### config.mk
export PLATFORM = sky130hd
export DESIGN_NAME = pwm_meter
export DESIGN_NICKNAME = d
export VERILOG_FILES = /design/src/rtl/pwm_meter.sv
export SDC_FILE = /design/constraint.sdc
export NUM_CORES = 1
export LEC_CHECK = 0
export CAP_MARGIN = 15
export CORE_ASPECT_RATIO = 0.9
export CORE_MARGIN = 4
export CORE_UTILIZATION = 41
export DETAILED_ROUTE_END_ITERATION = 7
export SYNTH_ARGS = -nofsm -noshare
export SYNTH_HDL_FRONTEND = slang
export SYNTH_SLANG_ARGS = --single-unit
### constraint.sdc
create_clock -name clk -period 3.28 [get_ports clk]
set_clock_uncertainty 0.15 [all_clocks]
set_input_delay 0.328 -clock clk [delete_from_list [all_inputs] [get_ports clk]]
set_output_delay 0.328 -clock clk [all_outputs]
set_load 0.02 [all_outputs]
### src/rtl/pwm_meter.sv
// PWM period / high-time meter with stall detection on a free-running counter.
// Optional glitch filter enabled by defining PWM_METER_FILTER_EN.
module pwm_meter #(
  parameter int WIDTH = 16
) (
  input  logic             clk,
  input  logic             rst,
  input  logic             pwm_in,
  output logic [WIDTH-1:0] period,
  output logic [WIDTH-1:0] high,
  output logic             valid,
  output logic             stalled,
  output logic             level
);

  typedef enum logic [1:0] {
    SYNC,
    HIGH,
    LOW
  } state_t;

  localparam logic [WIDTH-1:0] MAX = '1;

  state_t           state;
  state_t           state_nxt;
  logic             s1;
  logic             s2;
  logic             s3;
  logic             rise;
  logic             fall;
  logic [WIDTH-1:0] cnt;
  logic [WIDTH-1:0] hi_lat;
  logic             hi_load;
  logic             meas;
  logic             stall_set;

  always_ff @(posedge clk) begin
    if (rst) begin
      s1 <= 1'b0;
      s2 <= 1'b0;
      s3 <= 1'b0;
    end else begin
      s1 <= pwm_in;
      s2 <= s1;
      s3 <= s2;
    end
  end

`ifdef PWM_METER_FILTER_EN
  // f only follows s2 once it has held for two samples
  logic f;
  logic stable;

  assign stable = (s2 == s3);
  assign rise   = stable & s2 & ~f;
  assign fall   = stable & ~s2 & f;
  assign level  = f;

  always_ff @(posedge clk) begin
    if (rst) begin
      f <= 1'b0;
    end else if (stable) begin
      f <= s2;
    end
  end
`else
  assign rise  = s2 & ~s3;
  assign fall  = ~s2 & s3;
  assign level = s2;
`endif

  always_ff @(posedge clk) begin
    if (rst) begin
      cnt <= '0;
    end else if (rise) begin
      cnt <= {{(WIDTH-1){1'b0}}, 1'b1};
    end else if (cnt != MAX) begin
      cnt <= cnt + 1'b1;
    end
  end

  always_comb begin
    state_nxt = state;
    hi_load   = 1'b0;
    meas      = 1'b0;
    stall_set = 1'b0;
    unique case (state)
      SYNC: begin
        if (rise) state_nxt = HIGH;
      end
      HIGH: begin
        if (fall) begin
          hi_load   = 1'b1;
          state_nxt = LOW;
        end else if (cnt == MAX) begin
          stall_set = 1'b1;
          state_nxt = SYNC;
        end
      end
      LOW: begin
        if (rise) begin
          meas      = 1'b1;
          state_nxt = HIGH;
        end else if (cnt == MAX) begin
          stall_set = 1'b1;
          state_nxt = SYNC;
        end
      end
      default: state_nxt = SYNC;
    endcase
  end

  always_ff @(posedge clk) begin
    if (rst) begin
      state   <= SYNC;
      hi_lat  <= '0;
      period  <= '0;
      high    <= '0;
      valid   <= 1'b0;
      stalled <= 1'b0;
    end else begin
      state <= state_nxt;
      valid <= meas;
      if (hi_load) hi_lat <= cnt;
      if (meas) begin
        period <= cnt;
        high   <= hi_lat;
      end
      if (stall_set) begin
        stalled <= 1'b1;
      end else if (rise) begin
        stalled <= 1'b0;
      end
    end
  end

endmodule
**Word-level counts from Yosys, hierarchy flattened**

Index checks and enable logic that the tools add are counted.

- Output and inout port bits: 35
- Register bits: 71
- Input port bits: 3

- Add/sub/neg operators: 1
- Muxes and demuxes: 17
- Reductions and logical operators: 4
- Equal/unequal tests: 5
- Bitwise gates (word level): 4

Operators by type and width:

| kind | count |
|---|---|
| $add 16x1->16 const B | 1 |
| $eq 16x16->1 const B | 1 |
| $ne 16x16->1 const B | 1 |
| $mux 1 | 11 |
| $mux 2 | 4 |
| $pmux 2 s3 | 1 |
| $reduce_bool 2->1 | 2 |
| $and 1x1->1 | 2 |
| $eq 2x1->1 const B | 1 |
| $eq 2x2->1 const B | 1 |
| $logic_not 2->1 | 1 |
| $ne 2x2->1 const B | 1 |
| $not 1->1 | 2 |
| $pmux 1 s2 | 1 |
| $reduce_or 2->1 | 1 |

**Depth between registers and ports, before layout**

Gate-level depths: netlist of run 1.

- Depth in word-level cells: 5
- Depth in mapped cells: 7
- Gate-level depth less buffers: 6

**Worst setup path after synthesis of run 1**

OpenSTA, ideal clock, no wires.

- Path type: reg2reg
- Start point: reg cnt[0]
- End point: reg cnt[1]
- Stages on the path, launching flop included: 7
- Data required time: 3.002 ns
- Setup time: 0.128 ns
- Slack: 1.519 ns
- Arrival time: 1.483 ns
- Path through: dfxtp_1 > ha_1 > nand4_1 > nor4_4 > buf_6 > mux2i_1 > nor2_1

- Cells in the longest elaborated chain, start to end: 1
- Elaborated cells on any way between the ends: 2
- Those cells by class: add/sub: 1; eq/ne: 1

Ends and longest elaborated chain:

| element | RTL line | source |
|---|---|---|
| start, declared | 31 | `logic [WIDTH-1:0] cnt;` |
| start signal, assigned | 76 | `cnt <= {{(WIDTH-1){1'b0}}, 1'b1};` |
| start signal, assigned | 78 | `cnt <= cnt + 1'b1;` |
| $add 16x1->16 / $ne 16x16->1 (equally long branches) | 78, 77 |  |

Several ways; a longest one is shown, not always the timed one.
A chain may end at the register's enable or synchronous reset.

**Worst setup path after layout of run 1**

Same ends and word-level chain as after synthesis.

==> metrics.md, run 1 <==
| Metric | Value |
|---|---|
| Cell taking the most area after synthesis | dfxtp_1 |
| FF-to-FF End | cnt[1]$_SDFFE_PP0N_ |
| Worst-Skew Late Latency | approximately 0.35 ns |
| Vias in the first global route | around 2300 |
| Starting Density | a little over two fifths |
| Die X-Extent | about 95 um |
| Die area | between 8000 and 9000 um^2 |
| Die height | slightly below 90 um |
| Hold-fix buffers, CTS | 0 |
| Top cell type's share of synthesized area | 50.4% |
| Most common cell in the netlist | nand2_1 |
| Root Buffer | clkbuf_8 |
| Nets | roughly 380 |
| Min setup slack post-route | roughly 1.1 ns |
| R2R depth | 5 |
| Largest net degree at the start of global routing | 40 |
| Non-filler cells, final | about 470 |
| Commonest cells in the netlist | 102 x nand2_1, 71 x dfxtp_1, 60 x a21oi_1 |
| Sequential cell area fraction in the yosys report | approximately half |
| WS Path Type | reg -> reg |
| Worst stage delay on the critical path | approximately 0.67 ns |
| Status | completed |
| First-pass GRT wire length | about 11000 um |
| Worst-path cell chain | ha_1 -> nand4_1 -> nor4_4 -> mux2i_1 -> nor2_1 |
| Static Leak | about 1.1 nW |
| CP arrival | 2.26 ns |
| Final worst path period need | about 2.2 ns |
| Final Wtd Congestion | 0.787 |
| Synthesized cell area | 2820 um^2 |
| Worst Tran Pin Value | roughly 0.7 ns |
| Worst-path maximum fanout | 13 |
| Hold WS | between 0.2 and 0.25 ns |
| Clock Path Buffers | 2 |
| Synth-to-Final Area Change | 21.7% |
| Hold Path End | period[2]$_SDFFE_PP0P_ |
| Final hold vios | 0 |
| Fillers | 673 |
| FF-to-FF Start | cnt[0]$_SDFFE_PP0N_ |
| Placed wire-length estimate | around 4300 um |
| Final wirelength | approximately 6200 um |
| Initial DRC count | approximately 120 |
| CTS tree | yes |
| Area taken by multi-input logic gates | ~1300 um^2 |
| Worst Hold Depth | 2 |
| Distinct cell type count after synthesis | 40 |
| Fin Setup TNS | 0 ns |
| Total core area | 6620 um^2 |
| Num CTS Buffers | 9 |
| Critical-path top delay cell | nor4_4 |
| Peak Freq | approximately 460 MHz |
| Number of diodes | 0 |
| Site Rows | 28 |
| Synth warn | 0 |
| Inst Count DP | 450 |
| Crit end category | flip-flop |
| Ratio of cells with drive above 1 in the final layout | under 10% |
| CTS resizes | 0 |
| Setup-failing EPs final | 0 |
| Initial antenna violation count | 0 |
| Post-DR vias/cell | between 5 and 6 |
| Hold Startpoint | rst |
| Peak VDD IR | between 0.0002 and 0.00025 V |
| IO Pins | 38 |
| Sink Count | between 70 and 80 |
| Clock transition at the registers of the reported paths | 0.08 ns |
| GR Util All Layers | around 17% |
| Global route total overflow | 0 |
| Slew HR | approximately 53% |
| Yosys reg bits | a little over 70 |
| Cell Pwr Density | roughly 470 nW/um^2 |
| Syn Nets | between 300 and 400 |
| Top post-synthesis cells by area | dfxtp_1 50%, nand2_1 14%, a21oi_1 11% |
| Register area | approximately 1400 um^2 |
| CP startpoint kind | flip-flop |
| Asr flop ratio synth | 0% |
| Period utilisation layout | around two thirds |
| # H-tree levels | 3 |
| Slew Limit Fails | 0 |
| Syn Inst Count | approximately 340 |
| Dpl ws | ~1.1 ns |
| Worst R2R Setup Slack | approximately 1.1 ns |
| Number of routed nets with antenna violations | 0 |
| Ys flop type | dfxtp_1 |
| Vias post-DR | around 2400 |
| DR WL/cell | approximately 13 um |
| Port Buf Inserts | 37 |
| Drt pass-1 iters | 4 |
| Synthesized area per cell | 8.27 um^2 |
| HP Class | in -> reg |
| CP required | around 3.4 ns |
| Setup bufs post-CTS | 0 |
| EDFF count, synth | 0 |
| RSZ-0062 raised after global routing | no |
| Maxcap violations | 0 |
| Drc violations | 0 |
layout make-up:
class,count,area share (%)
clock inverter,6,1.97
timing repair buffer,41,11.5
inverter,4,0.437
tap,90,3.28
clock buffer,10,4.01
multi-input combinational,244,37.4
sequential,71,41.4
cells in the final DEF (no fill, tap or decap), types with 5 or more instances in the layout:
master           instances
a21oi_1                 60
clkbuf_8                10
clkdlybuf4s50_1         36
dfxtp_1                 71
ha_1                     5
nand2_1                102
nand4_1                  5
nor2_1                  11
o21ai_0                  5
or3_1                    6
worst max-delay path, delay by kind of cell (launching register included):
kind	cells	cell delay [ns]
mux	1	0.27
flops	1	0.42
fa+ha+maj	1	0.26
simple gates	3	0.98
worst max-delay path by stage:
stage,start,end,slack [ns],cells after the start
finish,cnt[0]$_SDFFE_PP0N_,cnt[1]$_SDFFE_PP0N_,1.08,5
global route,cnt[0]$_SDFFE_PP0N_,cnt[6]$_SDFFE_PP0N_,0.92,5
CTS,cnt[0]$_SDFFE_PP0N_,cnt[1]$_SDFFE_PP0N_,1.09,5
detailed placement,cnt[0]$_SDFFE_PP0N_,cnt[1]$_SDFFE_PP0N_,1.12,5
global placement,cnt[0]$_SDFFE_PP0N_,cnt[1]$_SDFFE_PP0N_,1.20,5
floorplan,cnt[0]$_SDFFE_PP0N_,cnt[1]$_SDFFE_PP0N_,1.52,6
power breakdown:
group / total, mW / switching (mW) / internal (mW) / leakage (nW)
registers: 0.873 / 0.00674 / 0.866 / 0.573
clock network: 0.712 / 0.338 / 0.374 / 0.0989
logic: 0.0389 / 0.0267 / 0.0122 / 0.451
total: 1.62 / 0.372 / 1.25 / 1.12
metrics by stage:
stage | area, um^2 | total power [mW] | util, %
finish | 3430 | 1.62 | 51.9
detailed placement | 3230 | 0.933 | 48.8
global route | 3430 | 1.69 | 51.9
global placement | 3230 | 0.931 | 48.8
CTS | 3430 | 1.65 | 51.9
floorplan | 2820 | 0.921 | -
kinds of logic (layout without fill, tap and decap cells):
logic type | Yosys count | in the layout | share of synthesized area (%)
AOI/OAI and AO/OA | 78 | 78 | 15.3
xor gates and xnor gates | 4 | 4 | 1.24
adders and majority gates | 5 | 5 | 2.22
buffers and inverters | 26 | 61 | 4.08
and+or+nand+nor | 155 | 155 | 26.1
DFF | 71 | 71 | 50.4
muxes | 2 | 2 | 0.710
routing by layer:
metal	vias to the layer above	global-route usage (%)	routed length [um]
li1	1229	-	-
met1	1113	21.0	2950
met2	62	26.4	2830
met4	0	6.20	133
met3	11	6.16	333
met5	-	0	0
state kept, by name (all words and copies together), names as in the netlist:
signal	flops
cnt	16
hi_lat	16
high	16
level	1
period	16
s1	1
s3	1
stalled	1
state	2
valid	1
No activity file was read; power rests on OpenSTA's default activity.
==> run 2, diff against run 1 <==
==> constraint.sdc (replaced) <==
create_clock -name clk -period 1.9 [get_ports clk]
set_clock_uncertainty 0.15 [all_clocks]
set_input_delay 0.19 -clock clk [delete_from_list [all_inputs] [get_ports clk]]
set_output_delay 0.19 -clock clk [all_outputs]
set_load 0.02 [all_outputs]
==> metrics.md, run 2 (synthesized netlist as in run 1, its figures left out) <==
| Metric | Value |
|---|---|
| Slew Limit Fails | 0 |
| Die area | slightly above 8000 um^2 |
| Largest net degree at the start of global routing | 45 |
| Setup bufs post-CTS | 0 |
| Fillers | 628 |
| Site Rows | 28 |
| Initial DRC count | ~150 |
| Global route total overflow | 0 |
| Worst Tran Pin Value | about 0.45 ns |
| Number of diodes | 0 |
| Initial antenna violation count | 0 |
| Final hold vios | 0 |
| Clock transition at the registers of the reported paths | 0.08 ns |
| CTS resizes | 0 |
| Die height | 86.7 um |
| Power, Total | 2.92 mW |
| Ratio of cells with drive above 1 in the final layout | roughly 11% |
| Drt pass-1 iters | 4 |
| Clock Path Buffers | 2 |
| Synth-to-Final Area Change | 27.6% |
| Nets | 396 |
| Hold WS | 0.0680 ns |
| Drc violations | 0 |
| Peak Freq | 557 MHz |
| Worst-path maximum fanout | 5 |
| Final wirelength | 6360 um |
| Total core area | 6620 um^2 |
| Status | completed |
| CP required | between 2 and 2.5 ns |
| Placed wire-length estimate | 4430 um |
| RSZ-0062 raised after global routing | no |
| First-pass GRT wire length | between 10000 and 15000 um |
| Met3 wire length | between 300 and 400 um |
| Commonest non-fill, non-tap cell in the layout | nand2_1 |
| Number of routed nets with antenna violations | 0 |
| Post-DR vias/cell | just over 5 |
| HP Class | in -> reg |
| Met1 WL | 3130 um |
| CP startpoint kind | flip-flop |
| Root Buffer | clkbuf_8 |
| Setup-failing EPs final | 0 |
| Cell Pwr Density | 811 nW/um^2 |
| Static Leak | about 1.2 nW |
| Worst-Skew Late Latency | 0.34 ns |
| Most frequent cells in the layout | 102 x nand2_1, 71 x dfxtp_1, 59 x a21oi_1, 36 x clkdlybuf4s50_1, 19 x buf_4 |
| Final worst path period need | roughly 1.8 ns |
| Starting Density | a little over two fifths |
| Register area | 1420 um^2 |
| Maxcap violations | 0 |
| Vias post-DR | about 2500 |
| Num CTS Buffers | 9 |
| Crit end category | flip-flop |
| Area taken by multi-input logic gates | around 1300 um^2 |
| Final Wtd Congestion | 0.873 |
| Slew HR | a little over two thirds |
| Sink Count | 71 |
| # H-tree levels | 3 |
| Hold-fix buffers, CTS | 0 |
| Port Buf Inserts | 37 |
| Uppermost layer routed | met4 |
| DR WL/cell | ~13 um |
| GR Util All Layers | between 10% and 20% |
| WS Path Type | reg -> reg |
| Wire length on met2 | between 2000 and 3000 um |
| CTS tree | yes |
| CP arrival | ~1.9 ns |
| Fin Setup TNS | 0 ns |
| Vias in the first global route | between 2000 and 2500 |
| Die X-Extent | 95.4 um |
| IO Pins | 38 |
| Peak VDD IR | slightly below 0.0006 V |
| Period utilisation layout | between 90% and 100% |
==> run 2: cell type report <==
cell class / count / area share, %
clock inverters: 6 / 2.57
multi-input cells: 244 / 35.8
well taps: 90 / 3.13
clock buffers: 10 / 3.55
inverters: 4 / 0.417
repair buffers: 58 / 15.0
flip-flops and latches: 71 / 39.5
==> run 2: worst max-delay path: stages (launching register included) <==
cell,delay (ns)
dfxtp_1,0.34
ha_2,0.22
nand4_1,0.21
or3_1,0.44
nand4_1,0.14
mux2i_1,0.21
==> run 2: through the flow <==
| stage | utilization (%) | instances | area (um^2) | setup WS [ns] |
|---|---|---|---|---|
| after floorplan | - | 341 | 2820 | 0.139 |
| after global placement | 50.9 | 467 | 3370 | 0.107 |
| after detailed placement | 50.9 | 467 | 3370 | 0.0736 |
| after CTS | 54.2 | 483 | 3590 | 0.0569 |
| after global routing | 54.3 | 483 | 3600 | 0.00611 |
| final | 54.3 | 483 | 3600 | 0.106 |
==> run 2: metal layers <==
| metal | global-route usage (%) | up-vias |
|---|---|---|
| met5 | 0 | - |
| met4 | 4.78 | 0 |
| met3 | 5.47 | 7 |
| met2 | 25.5 | 54 |
| met1 | 23.0 | 1132 |
| li1 | - | 1259 |
==> run 2: path summary, 6_finish.rpt <==
kind / start / endpoint / slack [ns] / cells past startpoint
worst max-delay path: cnt[0]$_SDFFE_PP0N_ / cnt[9]$_SDFFE_PP0N_ / 0.11 / 5
worst min-delay path: rst / hi_lat[4]$_SDFFE_PP0P_ / 0.07 / 2
worst max register to register: cnt[0]$_SDFFE_PP0N_ / cnt[9]$_SDFFE_PP0N_ / 0.11 / 5
worst min register to register: s1$_SDFF_PP0_ / level$_SDFF_PP0_ / 0.30 / 1
==> run 2: power breakdown <==
group / internal [mW] / total (mW) / switching (mW)
registers: 1.50 / 1.50 / 0.00707
logic: 0.0306 / 0.0865 / 0.0559
clock network: 0.746 / 1.33 / 0.583
